==> config.mk <==
export PLATFORM = sky130hd
export DESIGN_NAME = term_ring_ctrl
export DESIGN_NICKNAME = d
export VERILOG_FILES = /design/src/rtl/term_ring_ctrl.sv
export SDC_FILE = /design/constraint.sdc
export NUM_CORES = 1
export LEC_CHECK = 0
export BUFFER_PORTS_ARGS = -buffer_cell sky130_fd_sc_hd__buf_2
export CAP_MARGIN = 20
export CORE_UTILIZATION = 54
export DETAILED_ROUTE_END_ITERATION = 10
export PLACE_DENSITY = 0.74
export SYNTH_ARGS = -nofsm -noshare
export SYNTH_HDL_FRONTEND = slang
export SYNTH_SLANG_ARGS = --single-unit
==> constraint.sdc <==
create_clock -name clk -period 10.4 [get_ports clk]
set_clock_uncertainty 0.1 [all_clocks]
set_input_delay 0 -clock clk [delete_from_list [all_inputs] [get_ports clk]]
set_output_delay 0 -clock clk [all_outputs]
set_load 0.02 [all_outputs]
==> src/rtl/term_ring_ctrl.sv <==
// term_ring_ctrl: character ring-buffer controller for a text terminal.
// Accepts ASCII characters over a valid/ready handshake and drives the
// write port of an external char RAM. It handles cursor advance, newline,
// backspace, line wrap and per-line clearing. It also keeps a scrollback
// view offset and maps display (x, y) to a RAM read address.
// Optional feature: define TERM_RING_INIT_CLEAR_EN to sweep the whole RAM
// with spaces after reset, before the first character is accepted.
module term_ring_ctrl #(
    parameter int COLS  = 70,
    parameter int ROWS  = 30,
    parameter int LINES = 90,
    parameter int XW    = 7,
    parameter int YW    = 5,
    parameter int LW    = 7,
    parameter int AW    = 13
) (
    input  logic          clk,
    input  logic          rst_n,
    input  logic          char_valid,
    input  logic [7:0]    char_data,
    output logic          char_ready,
    input  logic          scroll_up,
    input  logic          scroll_down,
    output logic          wr_en,
    output logic [AW-1:0] wr_addr,
    output logic [7:0]    wr_data,
    input  logic [XW-1:0] disp_x,
    input  logic [YW-1:0] disp_y,
    output logic [AW-1:0] rd_addr,
    output logic          rd_valid,
    output logic [LW-1:0] view_start,
    output logic [XW-1:0] cur_x,
    output logic [LW-1:0] cur_line
);

    localparam int LW1 = LW + 1;
    localparam logic [LW:0] LINES_W = LW1'(LINES);
    localparam logic [LW:0] ROWS_W  = LW1'(ROWS);
    localparam logic [7:0]  SPACE   = 8'h20;

    typedef enum logic [1:0] {
        S_IDLE,
        S_PUT,
        S_CLEAR,
        S_INIT
    } state_t;

`ifdef TERM_RING_INIT_CLEAR_EN
    localparam state_t RST_STATE = S_INIT;
    localparam logic   RST_READY = 1'b0;
`else
    localparam state_t RST_STATE = S_IDLE;
    localparam logic   RST_READY = 1'b1;
`endif

    state_t        state_q, state_d;
    logic [XW-1:0] cur_x_q, cur_x_d;
    logic [LW-1:0] cur_line_q, cur_line_d;
    logic [LW-1:0] back_q, back_d;
    logic [LW:0]   filled_q, filled_d;
    logic [XW-1:0] clr_x_q, clr_x_d;
    logic          wr_en_q, wr_en_d;
    logic [AW-1:0] wr_addr_q, wr_addr_d;
    logic [7:0]    wr_data_q, wr_data_d;
    logic          char_ready_q, char_ready_d;

    logic [LW-1:0] line_inc;
    logic [LW:0]   maxback;
    logic [LW:0]   view_off;
    logic [LW:0]   view_raw;
    logic [LW:0]   row_sum;
    logic [LW:0]   row_wrap;
    logic          do_newline;

    // Flat RAM address of a (ring line, column) pair.
    function automatic logic [AW-1:0] line_addr(input logic [LW-1:0] line,
                                                input logic [XW-1:0] x);
        return AW'(line) * AW'(COLS) + AW'(x);
    endfunction

    // View geometry and read-address mapping; the modulo-LINES wraps need at
    // most one conditional add or subtract because every operand is already
    // reduced below LINES.
    always_comb begin
        // NOTE: every signal written here gets a value on every path first,
        // otherwise synthesis infers a latch to hold the old value.
        line_inc = (cur_line_q == LW'(LINES - 1)) ? '0 : cur_line_q + 1'b1;
        maxback  = (filled_q > ROWS_W) ? filled_q - ROWS_W : '0;
        view_off = LW1'(ROWS - 1) + {1'b0, back_q};
        if ({1'b0, cur_line_q} >= view_off) begin
            view_raw = {1'b0, cur_line_q} - view_off;
        end else begin
            view_raw = {1'b0, cur_line_q} + LINES_W - view_off;
        end
        view_start = (filled_q > ROWS_W) ? view_raw[LW-1:0] : '0;

        row_sum  = {1'b0, view_start} + LW1'(disp_y);
        row_wrap = (row_sum >= LINES_W) ? row_sum - LINES_W : row_sum;
        rd_valid = (int'(disp_x) < COLS) && (int'(disp_y) < ROWS);
        rd_addr  = rd_valid ? line_addr(row_wrap[LW-1:0], disp_x) : '0;
    end

    // Next-state logic: scroll handling, handshake decode, clear/init sweeps.
    always_comb begin
        state_d      = state_q;
        cur_x_d      = cur_x_q;
        cur_line_d   = cur_line_q;
        back_d       = back_q;
        filled_d     = filled_q;
        clr_x_d      = clr_x_q;
        wr_en_d      = 1'b0;
        wr_addr_d    = wr_addr_q;
        wr_data_d    = wr_data_q;
        char_ready_d = char_ready_q;
        do_newline   = 1'b0;

        // Scrolling is honoured in every state; simultaneous pulses cancel.
        if (scroll_up && !scroll_down && ({1'b0, back_q} < maxback)) begin
            back_d = back_q + 1'b1;
        end else if (scroll_down && !scroll_up && (back_q != '0)) begin
            back_d = back_q - 1'b1;
        end

        case (state_q)
            S_IDLE: begin
                char_ready_d = 1'b1;
                if (char_valid && char_ready_q) begin
                    // Every accepted code passes through PUT so ready always
                    // drops for at least one cycle after acceptance.
                    char_ready_d = 1'b0;
                    state_d      = S_PUT;
                    if (char_data >= 8'h20 && char_data <= 8'h7E) begin
                        wr_en_d   = 1'b1;
                        wr_addr_d = line_addr(cur_line_q, cur_x_q);
                        wr_data_d = char_data;
                        cur_x_d   = cur_x_q + 1'b1;
                    end else if (char_data == 8'h0A) begin
                        do_newline = 1'b1;
                    end else if (char_data == 8'h08 && cur_x_q != '0) begin
                        cur_x_d   = cur_x_q - 1'b1;
                        wr_en_d   = 1'b1;
                        wr_addr_d = line_addr(cur_line_q, cur_x_q - 1'b1);
                        wr_data_d = SPACE;
                    end
                end
            end
            S_PUT: begin
                if (cur_x_q == XW'(COLS)) begin
                    do_newline = 1'b1;
                end else begin
                    state_d      = S_IDLE;
                    char_ready_d = 1'b1;
                end
            end
            S_CLEAR: begin
                if (clr_x_q == XW'(COLS - 1)) begin
                    state_d      = S_IDLE;
                    char_ready_d = 1'b1;
                end else begin
                    clr_x_d   = clr_x_q + 1'b1;
                    wr_en_d   = 1'b1;
                    wr_addr_d = wr_addr_q + 1'b1;
                    wr_data_d = SPACE;
                end
            end
            default: begin
`ifdef TERM_RING_INIT_CLEAR_EN
                // Sweep every RAM address once, ascending, then go idle.
                if (!wr_en_q) begin
                    wr_en_d   = 1'b1;
                    wr_addr_d = '0;
                    wr_data_d = SPACE;
                end else if (wr_addr_q == AW'(LINES * COLS - 1)) begin
                    state_d      = S_IDLE;
                    char_ready_d = 1'b1;
                end else begin
                    wr_en_d   = 1'b1;
                    wr_addr_d = wr_addr_q + 1'b1;
                    wr_data_d = SPACE;
                end
`else
                state_d      = S_IDLE;
                char_ready_d = 1'b1;
`endif
            end
        endcase

        // Explicit or wrap-induced newline: advance the ring, snap the view to
        // the bottom and issue the first space write of the new line.
        if (do_newline) begin
            cur_x_d      = '0;
            cur_line_d   = line_inc;
            filled_d     = (filled_q == LINES_W) ? filled_q : filled_q + 1'b1;
            back_d       = '0;
            clr_x_d      = '0;
            state_d      = S_CLEAR;
            char_ready_d = 1'b0;
            wr_en_d      = 1'b1;
            wr_addr_d    = line_addr(line_inc, '0);
            wr_data_d    = SPACE;
        end
    end

    // State and registered outputs, with synchronous active-low reset.
    always_ff @(posedge clk) begin
        // NOTE: sequential state uses non-blocking assignments so every flop
        // samples pre-edge values regardless of statement order.
        if (!rst_n) begin
            state_q      <= RST_STATE;
            cur_x_q      <= '0;
            cur_line_q   <= '0;
            back_q       <= '0;
            filled_q     <= LW1'(1);
            clr_x_q      <= '0;
            wr_en_q      <= 1'b0;
            wr_addr_q    <= '0;
            wr_data_q    <= SPACE;
            char_ready_q <= RST_READY;
        end else begin
            state_q      <= state_d;
            cur_x_q      <= cur_x_d;
            cur_line_q   <= cur_line_d;
            back_q       <= back_d;
            filled_q     <= filled_d;
            clr_x_q      <= clr_x_d;
            wr_en_q      <= wr_en_d;
            wr_addr_q    <= wr_addr_d;
            wr_data_q    <= wr_data_d;
            char_ready_q <= char_ready_d;
        end
    end

    assign char_ready = char_ready_q;
    assign wr_en      = wr_en_q;
    assign wr_addr    = wr_addr_q;
    assign wr_data    = wr_data_q;
    assign cur_x      = cur_x_q;
    assign cur_line   = cur_line_q;

endmodule

==> flow_summary.yaml <==
critical_path:
  critPathKind: "reg2out"
  cp_max_fo: 9
  reg2reg_to: "wr_addr[12]$_SDFFE_PN0P_"
  crit_arrival_ns: 8.96
  worst-path-buf-inv: 2
  crit_top_cell: "ha_1"
  reg2regPathDepth: 18
  path_delay_family: "compound AO/OA/AOI/OAI gates"
  rrSetupSlack_ns: 5.70
  cpPeakStageDelay_ns: 0.53
  cp-end-kind: "output pin"
  required_ns: 10.30
  cp_slowest_cell: "dfxtp_1"
  worstSetupStartpointType: "flop"
  rr_startpoint: "cur_line[0]$_SDFFE_PN0P_"
synth:
  synth_top_family_by_area: "adder cells"
  yosys_warnings: 0
  synthArstFlopShare_pct: 0
  synth_area_um2: 7435
  syn-num-nets: 1109
  netlist-cell-type-count: 65
  synth_top_flop_cell: "dfxtp_1"
  synth_compound_area_share_pct: 19.12
  synthAdderAreaFrac_pct: 25.18
  seq_area_frac_synth_pct: 16.43
  ys_ff_latch: 61
  muxShareOfSynthArea_pct: 2.356
  synth_cells: 944
  synth_edf_count: 0
  synthXorXnorAreaFrac_pct: 10.11
  yosys.area_share.simple_pct: 21.05
  avgSynthCellArea_um2: 7.876
global_route:
  grt_start_max_net_pins: 34
  grt_pass1_vias: 6379
  grt_antenna_before_repair: 0
  grt_overflow: 0
  grt_pass1_wl_um: 29970
  grt_util_all_layers_pct: 25.48
placed_design:
  pre_cts_ws_ns: 1.771
  place_congestion: 0.8852
  post-dp-hpwl_um: 13210
  port-buffer-count: 82
floorplan:
  fp.dieH_um: 119.3
  start_util_pct: 55.70
  die_width_um: 119.3
  die_area_um2: 14240
  ios: 83
  core_um2: 13350
  rows: 42
route:
  wl_um: 17430
  post_drt_wl_per_cell_um: 14.50
  ant_nets: 0
  viasPerCell: 5.689
  vias: 6838
  drtIter0Drc: 337
  drc: 0
  drtPass1Iterations: 5
sta:
  worst_slack_ns: 1.341
  rsz0062_at_grt: "no"
  setup_viol: 0
  whs_ns: 0.005552
  hold_viol_final: 0
  fin_crit_sh_pct: 87.10
  setup-tns-final_ns: 0
  tightest_slew_ns: 1.020
  fmax_mhz: 110.4
  min_period_ns: 9.059
  maxSlewHeadroom_pct: 31.83
  slew_violations: 0
finish:
  area_delta_synth_final_pct: 12.40
  nets: 1186
  n_antenna_cell: 0
  fillCellCount: 1242
  drive_gt1_share_pct: 11.50
flow_run:
  cap_violations: 0
cts:
  root_buffer: "clkbuf_16"
  clk_pin_slew_ns: 0.05
  cts_tree: "done"
  cts_setup_buffers: 0
  clock_sinks: 61
  cts_buffers: 9
  insertion_delay_ns: 0.33
  h-tree-depth: 3
  clockBufferDepth: 2
worst_hold_path:
  holdPathEnd: "char_ready$_SDFFE_PN1P_"
  hold_depth: 2
  hold_path_class: "in2reg"
  holdCritStartpoint: "rst_n"
power:
  p_per_area_nw_per_um2: 87.46
  switching_share_pct: 29.57
  pwr-share-seq_pct: 34.1
  p_int_w: 0.0005148
  p_clk_share_pct: 42.8
  power.switching_w: 0.0002161
  cellLeakagePower_nw: 4.140
  vdd_ir_drop_max_mv: 0.1061
  power_frac_comb_pct: 23.1
run_status:
  status: "completed"
## worst max path at each step
stage / endpoint / depth (start not counted) / start
detailed placement: rd_addr[12] / 33 / back_q[1]$_SDFFE_PP0P_
global route: rd_addr[12] / 32 / back_q[1]$_SDFFE_PP0P_
finish: rd_addr[12] / 33 / back_q[1]$_SDFFE_PP0P_
CTS: rd_addr[12] / 33 / back_q[1]$_SDFFE_PP0P_
global placement: rd_addr[12] / 32 / back_q[1]$_SDFFE_PP0P_
floorplan: rd_addr[11] / 32 / back_q[1]$_SDFFE_PP0P_
## through the flow
step | utilization, % | instance area (um^2) | power [W] | instances
4_1_cts | 62.61 | 8357 | 0.0007350 | 1202
3_5_place_dp | 59.66 | 7964 | 0.0004194 | 1178
2_1_floorplan | - | 7435 | 0.0003750 | 944
6_report | 62.61 | 8357 | 0.0007309 | 1202
5_1_grt | 62.61 | 8357 | 0.0007651 | 1202
3_3_place_gp | 59.66 | 7964 | 0.0004178 | 1178
## power by group through the flow
| stage | Clock [W] | Sequential [W] | Combinational [W] |
|---|---|---|---|
| 5_1_grt | 0.000325 | 0.000250 | 0.000190 |
| 3_5_place_dp | 0 | 0.000254 | 0.000166 |
| 4_1_cts | 0.000317 | 0.000249 | 0.000169 |
| 6_report | 0.000313 | 0.000249 | 0.000169 |
| 2_1_floorplan | 0 | 0.000259 | 0.000116 |
| 3_3_place_gp | 0 | 0.000254 | 0.000164 |
## cells in the final DEF (no fill, tap or decap), types with 5 or more instances in the layout
master / instances
nand4_1: 16
ha_1: 124
o211ai_1: 6
mux2i_1: 13
xor2_1: 33
a21boi_0: 13
nor4_1: 5
or2_2: 7
o21ai_0: 47
and3_1: 16
nand3_1: 27
nor3b_1: 5
a21oi_1: 64
buf_2: 82
xnor2_1: 51
a211oi_1: 9
inv_1: 84
nor3_1: 24
dlygate4sd3_1: 8
clkbuf_16: 9
or3_1: 12
fa_1: 16
a31oi_1: 6
o21a_1: 10
nor2_1: 85
and2_1: 10
nor2b_1: 16
nand2_1: 72
a21o_1: 20
dfxtp_1: 61
## logic make-up after synthesis
| family | Yosys count |
|---|---|
| mux | 16 |
| compound gates | 216 |
| simple gates | 316 |
| xor+xnor | 85 |
| buf+inv | 110 |
| flops | 61 |
| fa+ha+maj | 140 |
## synth_stat cells (23+ instances only)
library cell / number / area [um^2]
o21ai_0: 47 / 235.2
inv_1: 84 / 315.3
clkbuf_1: 23 / 86.33
nand2_1: 72 / 270.3
nor3_1: 24 / 120.1
ha_1: 124 / 1551
xor2_1: 33 / 289.0
nand3_1: 27 / 135.1
a21oi_1: 64 / 320.3
dfxtp_1: 61 / 1221
nor2_1: 85 / 319.1
xnor2_1: 51 / 446.7
## final cells by class
type | instances | area (um^2) | area share, %
Multi-Input combinational cell | 773 | 5786 | 69.23
Sequential cell | 61 | 1221 | 14.61
Timing Repair Buffer | 91 | 498.0 | 5.959
Inverter | 85 | 319.1 | 3.818
Clock buffer | 13 | 270.3 | 3.234
Tap cell | 176 | 220.2 | 2.635
Clock inverter | 3 | 42.54 | 0.5091
## registers in the layout, summed over array words and instances, names as in the netlist
| name | flops |
|---|---|
| state_q | 2 |
| filled_q | 8 |
| cur_line | 7 |
| clr_x_q | 7 |
| char_ready | 1 |
| back_q | 7 |
| wr_en | 1 |
| cur_x | 7 |
| wr_addr | 13 |
| wr_data | 8 |
## layer usage
layer	vias up	track usage [%]	share of wire (%)
met4	0	7.891	1.8
met3	27	2.347	4.0
li1	3488	-	-
met2	172	42.41	45
met5	-	0	0
met1	3151	34.72	49
## worst register-to-register path: stages (launching register included)
cell and delay (ns):
dfxtp_1 0.62, ha_1 0.33, nand3_1 0.13, xor2_1 0.18
nor2_1 0.28, ha_1 0.30, ha_1 0.27, inv_1 0.05
fa_1 0.53, inv_1 0.04, ha_1 0.33, a21oi_1 0.23
o21bai_1 0.09, a21oi_1 0.24, nor2b_1 0.07, o21ai_0 0.26
mux2i_1 0.27, a21oi_1 0.09, o311a_1 0.17
## what timing repair did
| item | 4_1_cts | 5_1_grt |
|---|---|---|
| gates resized for setup | 0 | 0 |
| endpoints found under the hold margin | 7 | 0 |
| hold buffers | 8 | 0 |
Power figures use the tool's default switching activity.
